File: config.mk
export PLATFORM = sky130hd
export DESIGN_NAME = sha256_msg_schedule
export DESIGN_NICKNAME = d
export VERILOG_FILES = /design/src/rtl/sha256_msg_schedule.sv
export SDC_FILE = /design/constraint.sdc
export NUM_CORES = 1
export LEC_CHECK = 0
export ABC_AREA = 1
export BUFFER_PORTS_ARGS = -buffer_cell sky130_fd_sc_hd__buf_2
export CAP_MARGIN = 20
export CORE_MARGIN = 2
export CORE_UTILIZATION = 50
export DETAILED_ROUTE_END_ITERATION = 10
export PLACE_DENSITY = 0.72
export SYNTH_ARGS = -nofsm -noshare
export SYNTH_HDL_FRONTEND = slang
export SYNTH_SLANG_ARGS = --single-unit
File: constraint.sdc
create_clock -name clk -period 21.3 [get_ports clk]
set_clock_uncertainty 0.2 [all_clocks]
set_input_delay 2.13 -clock clk [delete_from_list [all_inputs] [get_ports clk]]
set_output_delay 2.13 -clock clk [all_outputs]
set_load 0.01 [all_outputs]
File: src/rtl/sha256_msg_schedule.sv
`default_nettype none
// ============================================================================
// Module   : sha256_msg_schedule
// Brief    : Streams SHA-256 schedule words W[0..63] for one 512-bit block
//            using a 16-word sliding window and valid/ready handshakes.
// Revision : 1.0
// ============================================================================
module sha256_msg_schedule (
  input  logic         clk,
  input  logic         rst,
  input  logic         blk_valid,
  output logic         blk_ready,
  input  logic [511:0] blk_data,
  output logic         w_valid,
  input  logic         w_ready,
  output logic [31:0]  w_data,
  output logic [5:0]   w_idx,
  output logic         w_last
);

  typedef enum logic [0:0] {
    S_IDLE = 1'b0,
    S_RUN  = 1'b1
  } state_t;

  localparam logic [5:0] c_LAST_T = 6'd63;

  state_t      r_state;
  state_t      w_state_nxt;
  logic [31:0] r_win [16];
  logic [5:0]  r_t;
  logic        w_accept;
  logic        w_fire;
  logic [31:0] w_new;

  function automatic logic [31:0] sig0(input logic [31:0] x);
    return ((x >> 7) | (x << 25)) ^ ((x >> 18) | (x << 14)) ^ (x >> 3);
  endfunction

  function automatic logic [31:0] sig1(input logic [31:0] x);
    return ((x >> 17) | (x << 15)) ^ ((x >> 19) | (x << 13)) ^ (x >> 10);
  endfunction

  // Outputs depend only on registered state, so no input-to-output paths.
  assign blk_ready = (r_state == S_IDLE);
  assign w_valid   = (r_state == S_RUN);
  assign w_data    = r_win[0];
  assign w_idx     = r_t;
  assign w_last    = (r_state == S_RUN) && (r_t == c_LAST_T);

  assign w_accept  = blk_valid && blk_ready;
  assign w_fire    = w_valid && w_ready;
  assign w_new     = sig1(r_win[14]) + r_win[9] + sig0(r_win[1]) + r_win[0];

  always_comb begin
    w_state_nxt = r_state;
    case (r_state)
      S_IDLE: if (blk_valid) w_state_nxt = S_RUN;
      S_RUN:  if (w_fire && (r_t == c_LAST_T)) w_state_nxt = S_IDLE;
      default: w_state_nxt = S_IDLE;
    endcase
  end

  always_ff @(posedge clk) begin
    if (rst) begin
      r_state <= S_IDLE;
      r_t     <= 6'd0;
      for (int i = 0; i < 16; i++) r_win[i] <= 32'd0;
    end else begin
      r_state <= w_state_nxt;
      if (w_accept) begin
        for (int i = 0; i < 16; i++) r_win[i] <= blk_data[511 - 32*i -: 32];
        r_t <= 6'd0;
      end else if (w_fire) begin
        for (int i = 0; i < 15; i++) r_win[i] <= r_win[i+1];
        r_win[15] <= w_new;
        // 6-bit counter wraps 63 -> 0 on the final handshake.
        r_t <= r_t + 6'd1;
      end
    end
  end

endmodule
`default_nettype wire

# ---- After elaboration in Yosys (flattened, before gate mapping)
# Memories as Yosys holds them, arrays and structs flattened.
# Cells that the tools add are included.
dict set report classes {
  add_sub_neg 4
  eq_ne 1
  n_mux 44
  bitwise 41
  n_reduce_logical 5
}
# cell n
set ops {}
lappend ops {{32-bit two-way mux} 32}
lappend ops {{32-bit adder} 3}
lappend ops {{32-bit bitwise XOR} 2}
lappend ops {{1-bit bitwise OR} 32}
lappend ops {{13-bit by 32-bit bitwise OR with 32-bit output} 1}
lappend ops {{14-bit by 32-bit bitwise OR with 32-bit output} 1}
lappend ops {{15-bit by 32-bit bitwise OR with 32-bit output} 1}
lappend ops {{25-bit by 32-bit bitwise OR with 32-bit output} 1}
lappend ops {{32-bit by 22-bit bitwise XOR with 32-bit output} 1}
lappend ops {{32-bit by 29-bit bitwise XOR with 32-bit output} 1}
lappend ops {{1-bit two-way mux} 11}
lappend ops {{6-bit by 1-bit adder with 6-bit output, second input constant} 1}
lappend ops {{6-bit == test, second input constant} 1}
lappend ops {{1-bit logical AND} 4}
lappend ops {{1-bit one-hot mux with 2 select lines} 1}
lappend ops {{2-bit OR reduction} 1}
lappend ops {{1-bit NOT} 1}
dict set report totals {
  regBits 7
  ram_bits 512
  input_bits 516
  output_inout_bits 41
  elab_cells 98
  mem_count 1
}
# memory words width read_ports rd_ports_with_merged_regs write_ports line
set memory_table {}
lappend memory_table {r_win 16 32 16 0 16 30} ;# logic [31:0] r_win [16];

# ---- Depth between registers and ports, before layout
dict set report depth {
  word_depth 7
  depth_mapped 20
  ltp_nobuf 20
}

# ---- Least setup slack after synthesis
# No wires, ideal clock.
dict set report synth_path {
  path_type {input to register}
  from {in w_ready}
  to {mem r_win[3][4] (netlist: r_win[0][100]) (enable)}
  setup_time_ns 1.765
  arrival_ns 6.522
  required_time_ns 19.335
  path_slack_ns 12.813
  stages 6
  path_buffers 2
  path_cell_list {nand2_2 -> inv_1 -> nor2_2 -> buf_2 -> buf_2 -> nand2_1}
}
# item line
set synth_lines {}
lappend synth_lines {{start, declared} 15} ;# input logic w_ready,
lappend synth_lines {{end, declared} 30}

==> qor.yml <==
antenna_found_initial: 10
tightest_slew_ns: 1.11
p_total_uw: 3810
slew_headroom_pct: 26.1
syn2layout_area_growth_pct: 17.2
port_buffers: 556
holdPathStages: 2
die-area_mm2: 0.0570
ctsHtreeMaxLevel: 2
post-route-period-util_pct: 26.7
core_mm2: 0.0548
core.rowCount: 86
clk_path_buf_depth: 3
cts.clk_slew.worst_paths_ns: 0.06
synth-async-reset-ratio_pct: 0
synth_edf_count: 512
num_vias: 22000
synth_common_cells: "818 x nand2_1, 512 x edfxtp_1, 400 x inv_1, 253 x a21oi_1, 141 x a22o_1"
grt_pass1_wl_um: 132000
ys_types: 35
ctsResizeCount: 0
nets: 3845
cts_tree: "yes"
start_util_pct: 50.3
max-cap-violations: 0
synth.most_common_cell: "nand2_1"
clock-sinks: 519
holdBufCountCts: 0
crit_path_max_incr_delay_ns: 0.91
fp.dieH_um: 239
placed_cells: 3881
worstSkewPairLatency_ns: 0.62
crit_chain: "buf_2, inv_1, nand3_4, buf_4, nand2_4, buf_4, buf_4"
cts_made_buffers: 53
post-route-min-period_ns: 5.69
dr.first_iter.drc_count: 2651
root_buffer: "clkbuf_16"
arrival_ns: 5.71
end_kind: "register"
drv_slew: 0
leakagePower_uw: 0.0149
synth_nets: 3386
synth.yosys.warnings: 0
holdWs_ns: 0.325
fmax_mhz: 176
status: "complete, no violations"
finalSetupViolCount: 0
wl_per_cell_um: 23.3
fin_setup_tns_ns: 0
max-vdd-ir-drop_v: 0.0000740
synth_cells: 2776
ys_seq_area_share_pct: 56.3
first_global_vias: 21200
rsz0062_at_grt: "no"
hold_viol: 0
drt_wl_total_um: 93100
dp_hpwl_um: 71400
synth_area_mm2: 0.0275
r2r_cells: 19
grt_max_degree: 202
powerDensity_mw_per_mm2: 118
path_class: "in -> reg"
synth_top_area_share_pct: 55.8
ant_nets: 0
postCtsSetupBuffers: 0
fill_cells: 4728
place.gp.congestion: 0.951
overflow: 0
synth_area_leaders: "edfxtp_1 56%, nand2_1 11%, inv_1 5.5%"
cp_slowest_cell: "buf_4"
cp_max_fo: 88
crit_top_cell: "buf_4"
ys.flop_type: "edfxtp_1"
cp-start-kind: "primary input"
drive_gt1_share_pct: 20.1
avgSynthCellArea_um2: 9.92
final_cells: 3987
drc: 0
grt_usage_pct: 32.0
yosys.area.top_type: "edfxtp_1"
viasPerCell: 5.51
chipWidth_um: 239
synth-seq-cells: 519
fin_util_pct: 58.9
drt-pass1-iter-count: 6
required_ns: 21.32
min_path_type: "reg -> reg"
io_pins: 557
-- per-stage QoR --
step                worst slack, ns  instance area, µm²
global placement              15.15               30500
finish                        15.61               32300
floorplan                     12.81               27500
CTS                           15.67               32200
detailed placement            15.01               30500
global route                  15.42               32200
-- critical path: cells and delay by family --
| family | cells | cell delay, ns |
|---|---|---|
| buffers and inverters | 5 | 2.55 |
| AND/OR/NAND/NOR | 2 | 0.86 |
-- registers in the layout (all words and copies together), names as in the netlist --
signal,count
w_idx,6
w_valid,1
r_win,512
-- metal layers --
metal  share of wire, %  vias up  track usage, %  wire [µm]
li1                   -    10100               -          -
met1                 39    10500            41.9      35900
met2                 47     1208            51.9      43700
met3                9.3      202            6.12       8690
met4                5.1        8            14.7       4730
met5              0.058        -               0         54
-- kinds of logic (layout without fill, tap and decap cells) --
logic type	count (synthesis)	count (layout)	synth area share, %
other cells	0	8	0
simple gates	934	934	13.2
compound gates	538	538	11.9
buf+inv	571	1070	8.75
fa+ha+maj	94	94	5.96
flops	519	519	56.3
xor+xnor	120	120	3.82
-- final timing paths --
check                startpoint            end  slack, ns
setup / recovery            rst  r_win[0][463]      15.61
hold / removal    r_win[0][320]  r_win[0][288]       0.33
setup reg to reg  r_win[0][466]  r_win[0][509]      16.72
hold reg to reg   r_win[0][320]  r_win[0][288]       0.33
-- power by group --
group          leakage [µW]  switching, µW  internal [µW]
combinational       0.00860           1040            494
sequential          0.00551           82.1           1270
clock              0.000825            403            519
total                0.0149           1530           2280
-- cells in the final DEF, fill, tap and decap left out, drive strengths merged, types with 32 or more instances in the layout --
cell    count
nand3      38
nand2     819
fa         62
ha         32
a22o      141
edfxtp    512
nor2       52
o21ai     105
inv       404
a21oi     253
clkbuf     62
xor2       66
buf       573
xnor2      54
-- cell type report --
class	instances	area, µm²	share of cell area (%)
tap	704	881	2.73
sequential	519	15500	48.1
inverter	402	1520	4.72
clock inverter	33	334	1.04
clock buffer	62	1360	4.22
multi-input combinational	1686	9650	29.9
antenna	8	20.0	0.0620
timing repair buffer	573	2980	9.25
Note: power is estimated with default switching activity, not from simulation.
